===== src/rtl/int_ram_pkg.sv =====
// rtl/int_ram_pkg.sv - shared types and sizing helpers for the intrinsic LLR ring buffer
package int_ram_pkg;

    localparam int LLR_W = 8;

    typedef logic [LLR_W-1:0] llr_t;

    function automatic int idx_width(input int n);
        return (n > 1) ? $clog2(n) : 1;
    endfunction

    function automatic int cnt_width(input int n);
        return $clog2(n + 1);
    endfunction

endpackage


===== src/rtl/int_frame_bank.sv =====
// rtl/int_frame_bank.sv - single-port synchronous-read frame RAM with chip select
module int_frame_bank #(
    parameter int DATA_WIDTH = 8,
    parameter int ADDR_WIDTH = 8
) (
    input  logic                  clk,
    input  logic                  cs_i,
    input  logic                  we_i,
    input  logic [ADDR_WIDTH-1:0] addr_i,
    input  logic [DATA_WIDTH-1:0] wdata_i,
    output logic [DATA_WIDTH-1:0] rdata_o
);

    logic [DATA_WIDTH-1:0] mem_q [1 << ADDR_WIDTH];

    always_ff @(posedge clk) begin
        if (cs_i) begin
            if (we_i) begin
                mem_q[addr_i] <= wdata_i;
            end else begin
                rdata_o <= mem_q[addr_i];
            end
        end
    end

endmodule


===== src/rtl/int_ram_ring.sv =====
// rtl/int_ram_ring.sv - N-frame intrinsic LLR ring: streaming fill, random-access decode read
module int_ram_ring
    import int_ram_pkg::*;
#(
    parameter int DATA_WIDTH = 8,
    parameter int ADDR_WIDTH = 8,
    parameter int FRAME_LEN  = 256,
    parameter int NUM_FRAMES = 2,
    localparam int IDX_W = idx_width(NUM_FRAMES),
    localparam int CNT_W = cnt_width(NUM_FRAMES)
) (
    input  logic                  clk,
    input  logic                  rst,
    input  logic                  ld_valid,
    output logic                  ld_ready,
    input  logic [DATA_WIDTH-1:0] ld_data,
    input  logic                  ld_flush,
    output logic                  dec_avail,
    output logic [IDX_W-1:0]      dec_frame_idx,
    input  logic                  dec_rd_en,
    input  logic [ADDR_WIDTH-1:0] dec_rd_addr,
    output logic [DATA_WIDTH-1:0] dec_rd_data,
    output logic                  dec_rd_valid,
    input  logic                  dec_release,
    output logic [CNT_W-1:0]      frames_full
);

    localparam logic [ADDR_WIDTH-1:0] LAST_WORD = ADDR_WIDTH'(FRAME_LEN - 1);
    localparam logic [IDX_W-1:0]      LAST_IDX  = IDX_W'(NUM_FRAMES - 1);

    logic [IDX_W-1:0]      fill_ptr_q, fill_ptr_d;
    logic [IDX_W-1:0]      dec_ptr_q, dec_ptr_d;
    logic [ADDR_WIDTH-1:0] word_cnt_q, word_cnt_d;
    logic [CNT_W-1:0]      full_cnt_q, full_cnt_d;
    logic                  rd_valid_q, rd_oob_q, rd_live_q;
    logic [IDX_W-1:0]      rd_bank_q;
    logic [DATA_WIDTH-1:0] bank_rdata [NUM_FRAMES];

    logic wr_fire, frame_done, rd_fire, rd_oob, rel_fire;

    function automatic logic [IDX_W-1:0] ptr_inc(input logic [IDX_W-1:0] p);
        return (p == LAST_IDX) ? '0 : p + 1'b1;
    endfunction

    assign ld_ready      = full_cnt_q < CNT_W'(NUM_FRAMES);
    assign dec_avail     = full_cnt_q != '0;
    assign dec_frame_idx = dec_ptr_q;
    assign frames_full   = full_cnt_q;
    assign dec_rd_valid  = rd_valid_q;

    assign wr_fire    = ld_valid & ld_ready & ~ld_flush;
    assign frame_done = wr_fire & (word_cnt_q == LAST_WORD);
    assign rd_fire    = dec_rd_en & dec_avail;
    assign rd_oob     = {1'b0, dec_rd_addr} >= (ADDR_WIDTH + 1)'(FRAME_LEN);
    assign rel_fire   = dec_release & dec_avail;

    always_comb begin
        word_cnt_d = word_cnt_q;
        if (ld_flush) begin
            word_cnt_d = '0;
        end else if (wr_fire) begin
            word_cnt_d = frame_done ? '0 : word_cnt_q + 1'b1;
        end
        fill_ptr_d = frame_done ? ptr_inc(fill_ptr_q) : fill_ptr_q;
        dec_ptr_d  = rel_fire ? ptr_inc(dec_ptr_q) : dec_ptr_q;
        full_cnt_d = full_cnt_q;
        case ({frame_done, rel_fire})
            2'b10:   full_cnt_d = full_cnt_q + 1'b1;
            2'b01:   full_cnt_d = full_cnt_q - 1'b1;
            default: full_cnt_d = full_cnt_q;
        endcase
    end

    always_ff @(posedge clk or posedge rst) begin
        if (rst) begin
            fill_ptr_q <= '0;
            dec_ptr_q  <= '0;
            word_cnt_q <= '0;
            full_cnt_q <= '0;
        end else begin
            fill_ptr_q <= fill_ptr_d;
            dec_ptr_q  <= dec_ptr_d;
            word_cnt_q <= word_cnt_d;
            full_cnt_q <= full_cnt_d;
        end
    end

    // Bank read registers only update on a read, so the selected word holds between reads;
    // rd_live_q masks the unreset bank output until the first read after reset.
    always_ff @(posedge clk or posedge rst) begin
        if (rst) begin
            rd_valid_q <= 1'b0;
            rd_oob_q   <= 1'b0;
            rd_live_q  <= 1'b0;
            rd_bank_q  <= '0;
        end else begin
            rd_valid_q <= rd_fire;
            if (rd_fire) begin
                rd_bank_q <= dec_ptr_q;
                rd_oob_q  <= rd_oob;
                rd_live_q <= 1'b1;
            end
        end
    end

    assign dec_rd_data = (rd_live_q && !rd_oob_q) ? bank_rdata[rd_bank_q] : '0;

    for (genvar b = 0; b < NUM_FRAMES; b++) begin : g_bank
        logic wr_sel, rd_sel;
        assign wr_sel = wr_fire && (fill_ptr_q == IDX_W'(b));
        assign rd_sel = rd_fire && !rd_oob && (dec_ptr_q == IDX_W'(b));

        int_frame_bank #(
            .DATA_WIDTH (DATA_WIDTH),
            .ADDR_WIDTH (ADDR_WIDTH)
        ) u_bank (
            .clk     (clk),
            .cs_i    (wr_sel | rd_sel),
            .we_i    (wr_sel),
            .addr_i  (wr_sel ? word_cnt_q : dec_rd_addr),
            .wdata_i (ld_data),
            .rdata_o (bank_rdata[b])
        );
    end

endmodule


===== config.mk =====
export PLATFORM = sky130hd
export DESIGN_NAME = int_ram_ring
export DESIGN_NICKNAME = d
export VERILOG_FILES = /design/src/rtl/int_ram_pkg.sv /design/src/rtl/int_frame_bank.sv /design/src/rtl/int_ram_ring.sv
export SDC_FILE = /design/constraint.sdc
export NUM_CORES = 2
export LEC_CHECK = 0
export CAP_MARGIN = 25
export CORE_ASPECT_RATIO = 0.6
export CORE_MARGIN = 4
export CORE_UTILIZATION = 40
export CTS_CLUSTER_SIZE = 40
export DETAILED_ROUTE_END_ITERATION = 10
export GPL_TIMING_DRIVEN = 1
export MAX_ROUTING_LAYER = met4
export PLACE_DENSITY = 0.64
export SLEW_MARGIN = 40
export SYNTH_ARGS = -nofsm -noshare
export SYNTH_HDL_FRONTEND = slang
export SYNTH_SLANG_ARGS = --single-unit

===== constraint.sdc =====
create_clock -name clk -period 3.7 [get_ports clk]
set_clock_uncertainty 0.2 [all_clocks]
set_input_delay 0.555 -clock clk [delete_from_list [all_inputs] [get_ports clk]]
set_output_delay 0.555 -clock clk [all_outputs]
set_load 0.02 [all_outputs]

Word level (Yosys, flattened, before mapping). Memories as Yosys holds them, arrays and structs flattened. A register that Yosys moved wholly into a read port is not among the register bits. Cells that the tools add are included.

$add $sub $neg: 5. $mul: 0. Divide/modulo/power cells: 0. $lt $le $gt $ge: 2. Equal/unequal tests: 3. Shift-type cells: 0. Mux-type cells: 18. Bitwise logic cells: 13. Reductions and logical operators: 9.

Operator list (count): $mux W8 (9); $add A8 B1 Y8 const B (1); $eq A8 B8 Y1 const B (1); $mux W1 (8); $reduce_bool A2 Y1 (3); $and A1 B1 Y1 (5); $not A1 Y1 (5); $logic_and A1 B1 Y1 (4); $pmux W2 S2 (1); $reduce_and A2 Y1 (2); $add A1 B1 Y1 const B (2); $add A2 B1 Y2 const B (1); $eq A2 B1 Y1 const B (1); $eq A2 B2 Y1 const B (1); $ge A2 B2 Y1 const B (1); $lt A2 B2 Y1 const B (1); $not A1 Y2 (1); $or A1 B1 Y1 (2); $sub A2 B1 Y2 const B (1).

Register bits after elaboration: 15. Bits in latches: 0. Bits in writable memories: 4096. Bits in read-only memories: 0. Input port bits: 22. Memories kept: 2.

Memories: g_bank[0].u_bank.mem_q (words 256, width 8, read ports 1, clocked after Yosys merged registers in 1, write ports 1, RTL line int_frame_bank.sv:14) `logic [DATA_WIDTH-1:0] mem_q [1 << ADDR_WIDTH];`; g_bank[1].u_bank.mem_q (words 256, width 8, read ports 1, clocked after Yosys merged registers in 1, write ports 1, RTL line int_frame_bank.sv:14).

Logic depth before layout (Yosys ltp).
Depth after elaboration: 7. Gate-level depth with buffers: 15. Depth with buffers taken out: 8.

Hierarchy. A second synthesis with hierarchy kept.

Cells, all modules: 7162. Area total of the unflattened synthesis: 157851.4 um^2.

Modules (own cells, without submodules): int_frame_bank (instances 2, cells each 3526, area an instance 78376.4 um^2, sequential area each 61739.2 um^2); int_ram_ring (instances 1, cells each 110, area an instance 1098.6 um^2, sequential area each 375.4 um^2).

Least setup slack after synthesis. Ideal clock, no wire load.

Path type: input to register. Start point: input ld_flush. End point: memory g_bank[1].u_bank.mem_q[123][0], enable pin. Data arrival time: 3519 ps. Required time: 3102 ps. Path slack: -417 ps. Stages on the path: 10. Path buffers: 6. Path through: buf_6 nand4bb_1 buf_2 mux2_2 clkbuf_1 clkbuf_1 buf_1 buf_1 nand2_1 nor4b_1.

Cells in the longest elaborated chain, start to end: 6. Elaborated cells on any way between the ends: 8. Those cells by class: mux: 4; bitwise: 3; reduce/logical: 1.

Ends and longest elaborated chain: start: declaration (RTL line int_ram_ring.sv:17) `input logic ld_flush,`; $not A1 Y1 * (RTL line int_ram_ring.sv:51) `assign wr_fire = ld_valid & ld_ready & ~ld_flush;`; $and A1 B1 Y1 * (RTL line int_ram_ring.sv:51); $logic_and A1 B1 Y1 * (RTL line int_ram_ring.sv:110) `assign wr_sel = wr_fire && (fill_ptr_q == IDX_W'(b));`; $mux W1 or $or A1 B1 Y1 (tied branches) (RTL line int_frame_bank.sv:18, int_ram_ring.sv:118); $mux W1 (RTL line int_frame_bank.sv:17) `if (cs_i) begin`; $mux W1 (not written as such) (RTL line int_frame_bank.sv:19) `mem_q[addr_i] <= wdata_i;`; end: declaration (RTL line int_frame_bank.sv:14).

Mark *: on every way between the ends. The rest lies on a longest branch, timed or not.

Worst setup path after layout.
Start point: register fill_ptr_q. End point: register g_bank[0].u_bank.rdata_o[2], read port of g_bank[0].u_bank.mem_q (data pin).

Cells in the longest elaborated chain, start to end: 4. Elaborated cells on any way between the ends: 6. Those cells by class: mux: 1; bitwise: 3; reduce/logical: 2.

Ends and longest elaborated chain: start: declaration (RTL line int_ram_ring.sv:31) `logic [IDX_W-1:0] fill_ptr_q, fill_ptr_d;`; start signal: assignment (RTL line int_ram_ring.sv:81) `fill_ptr_q <= fill_ptr_d;`; $not A1 Y1 * (RTL line int_ram_ring.sv:110); $logic_and A1 B1 Y1 * (RTL line int_ram_ring.sv:110); $or A1 B1 Y1 or $not A1 Y1 (tied branches); $reduce_and A2 Y1 (no line); end: declaration (RTL line int_frame_bank.sv:11) `output logic [DATA_WIDTH-1:0] rdata_o`.

Marks and branches as above. A chain may end at the register's enable or synchronous reset.

==> impl_metrics.toml <==
[power]
cellPowerDensity_mw_per_mm2 = 511.0
p_sw_frac = 0.2356
p_sw_mw = 23.78
pwr-share-clk = 0.388
power_frac_seq = 0.512
combPwrFrac = 0.101
finalPower_mw = 100.9
p_int_mw = 77.15
power_leakage_nw = 67.79
ir_drop_v = 0.0004031

[worst_setup_path]
setup.worst_path.class = "flip-flop to flip-flop"
start_kind = "flip-flop"
critPathCaptureType = "flip-flop"
cp_slowest_cell = "or4b_4"
critical_path_arrival_ns = 4.84
crit_top_cell = "buf_4"
path_cells = "or4b_4, mux2i_4, buf_6, buf_6, buf_4, buf_12, buf_4, nand2_1, nand3_1, nand4_1, a21oi_2, a2111oi_4, buf_4, nand3_1"
slowest_delay_ns = 0.69
path_delay_family = "simple AND/OR/NAND/NOR gates"
worst-path-max-fanout = 62
cp_num_buf_inv = 6
critPathRequiredTime_ns = 4.21

[die]
initial_utilization = 0.4023
num_rows = 180
coreArea_sq_mm = 0.4013
die_w_microns = 828.3
fp.dieH_microns = 500.2
io_pins = 36
dieArea_sq_mm = 0.4143

[clock_network]
clock_latency_ns = 0.96
tritoncts = "yes"
clkSlewWorstSetupHoldPaths_ns = 0.07
clockBufferDepth = 4
root_buffer = "clkbuf_16"
cts.sink_count = 4127
numCtsBuffers = 381
h-tree-depth = 5

[logic_synthesis]
yosys.area.top_type = "edfxtp_1"
netlist_area_sq_mm = 0.1615
ys_types = 62
ys.flop_type = "edfxtp_1"
ys_ff_latch = 4127
synth-edff-count = 4112
synth.avg_cell_area_sq_um = 15.66
synthArstFlopShare = 0.003635
synth_warnings = 0
synth.net_count = 10337
synth_top_area_share = 0.7647
yosys-top-cells-area = "edfxtp_1, mux2i_1, nand2_1"
syn-instance-count = 10313
ys_seq_area_frac = 0.7670

[timing]
max-slew-margin-rel = 0.3409
hold_viol = 0
finalCritPeriodShare = 1.169
setup_viol = 64
worstMarginPinSlew_ns = 0.9850
maxSlewViolCount = 0
max_freq_mhz = 231.1
finalWorstSetupSlack_ns = -0.6266
min_period_ns = 4.327
fin_setup_tns_ns = -7.705
grt_setup_unrepaired = "true"

[place]
detailed_place_hpwl_microns = 333500
gp_congestion = 0.9856
place_area_sq_mm = 0.1816
portBuffers = 35

[layout]
multiInputGateArea_sq_mm = 0.03709
final_cell_mix = "edfxtp_1, nand2_1, buf_4"
fin_area_sq_mm = 0.1975
drive_above_1_share = 0.2289
final_common_cell = "edfxtp_1"
n_fill_cell = 32917
final_util = 0.4921
ff_latch_area_sq_mm = 0.1239
nNetsFinal = 11868
area_delta_synth_final_pct = 22.31

[routing]
vias_per_cell = 5.790
drt-total-wl_microns = 496000
dr.pass1.iters = 8
post-route-drc-count = 0
ant_nets = 0
dr_total_vias = 101424
wl_per_cell_microns = 28.31
drt-initial-drc-count = 16743

[grt]
gr-total-overflow = 0
antenna_found_initial = 27
grt_max_degree = 118
track_usage = 0.2377
grt_pass1_vias = 95397
grt_pass1_wl_microns = 698300

[job]
cap_violations = 0

[hold_path]
min_path_type = "input port to flip-flop"

[status]
violations = "negative setup slack"
status = "complete, but fails checks"
==> flip-flops by register name, indices dropped and copies added, names as in the netlist <==
register and count:
dec_frame_idx 1, rd_bank_q 1, g_bank.u_bank.mem_q 4096, g_bank.u_bank.rdata_o 16, frames_full 2, word_cnt_q 8
dec_rd_valid 1, fill_ptr_q 1, rd_live_q 1
==> worst paths after layout <==
path | from | endpoint | slack, ns | depth (start not counted)
min reg2reg | frames_full[0] | frames_full[0] | 0.35 | 1
min in group asynchronous | rst | word_cnt_q[4] | 0.32 | 3
max | fill_ptr_q | g_bank[0].u_bank.rdata_o[2] | -0.63 | 14
min | dec_rd_en | rd_live_q | 0.13 | 4
max in group asynchronous | rst | word_cnt_q[0] | 2.59 | 3
max reg2reg | fill_ptr_q | g_bank[0].u_bank.rdata_o[2] | -0.63 | 14
==> synthesized netlist by cell type (147+ instances only) <==
cell and count:
clkbuf_1 329, o22ai_1 351, mux2i_1 915, edfxtp_1 4112, a31oi_1 181, nand3_1 575
nor2_1 615, nand2_1 1776, a21oi_1 235, buf_2 147, nand4_1 157, mux4_2 189
==> power groups by stage <==
stage,Sequential [mW],Combinational [mW],Clock [mW]
after floorplan,52.6,4.18,0
after global placement,52.6,8.89,0
after detailed placement,52.6,9.03,0
after CTS,51.6,9.60,39.5
after global routing,51.6,10.6,41.6
final,51.6,10.1,39.1
==> layout make-up <==
| type | count | share of cell area |
|---|---|---|
| Sequential cell | 4127 | 0.6271 |
| Multi-Input combinational cell | 5577 | 0.1878 |
| Timing Repair Buffer | 1752 | 0.08974 |
| Clock buffer | 462 | 0.05067 |
| Tap cell | 5369 | 0.03401 |
| Clock inverter | 212 | 0.01043 |
| Antenna cell | 14 | 0.0001774 |
| Inverter | 5 | 0.00009503 |
==> repair_timing <==
item | 4_1_cts | 5_1_grt
gates cloned | 16 | 9
endpoints found under the hold margin | 221 | 0
pin swaps | 52 | 57
hold buffers | 9 | 0
endpoints found under the setup margin | 1243 | 275
gates resized for setup | 274 | 207
setup buffers | 44 | 46
==> through the flow <==
step	setup slack, ns	std cells	hold slack, ns
floorplan	0.01776	10313	0.2565
global placement	-2.906	16707	0.3205
finish	-0.6266	17518	0.1280
detailed placement	-2.210	16710	0.3418
global route	-0.6462	17510	0.1139
CTS	-0.6126	17452	0.05408
==> logic make-up after synthesis <==
kind of cell    count (synthesis)  synth area share
flops                        4127            0.7670
simple gates                 3337           0.08809
mux                          1122           0.08447
compound gates               1107           0.04258
buf+inv                       610           0.01727
xor+xnor                        8         0.0004339
fa+ha+maj                       2         0.0001549
==> metal layers <==
metal  wire, microns  vias to the layer above  global-route usage
li1                -                    42815                   -
met1          214100                    51245              0.3677
met2          193200                     6707              0.3006
met3           78150                      657             0.08013
met4           10540                        0             0.04541
met5               0                        -                   -
==> worst register-to-register path: cells and delay by family (launching register included) <==
kind                   cells  cell delay (ns)
multiplexers               1             0.26
flip-flops                 1             0.38
AO/OA/AOI/OAI              2             0.68
buffers and inverters      6             1.21
AND/OR/NAND/NOR            5             1.37
No activity file was read; power rests on OpenSTA's default activity.
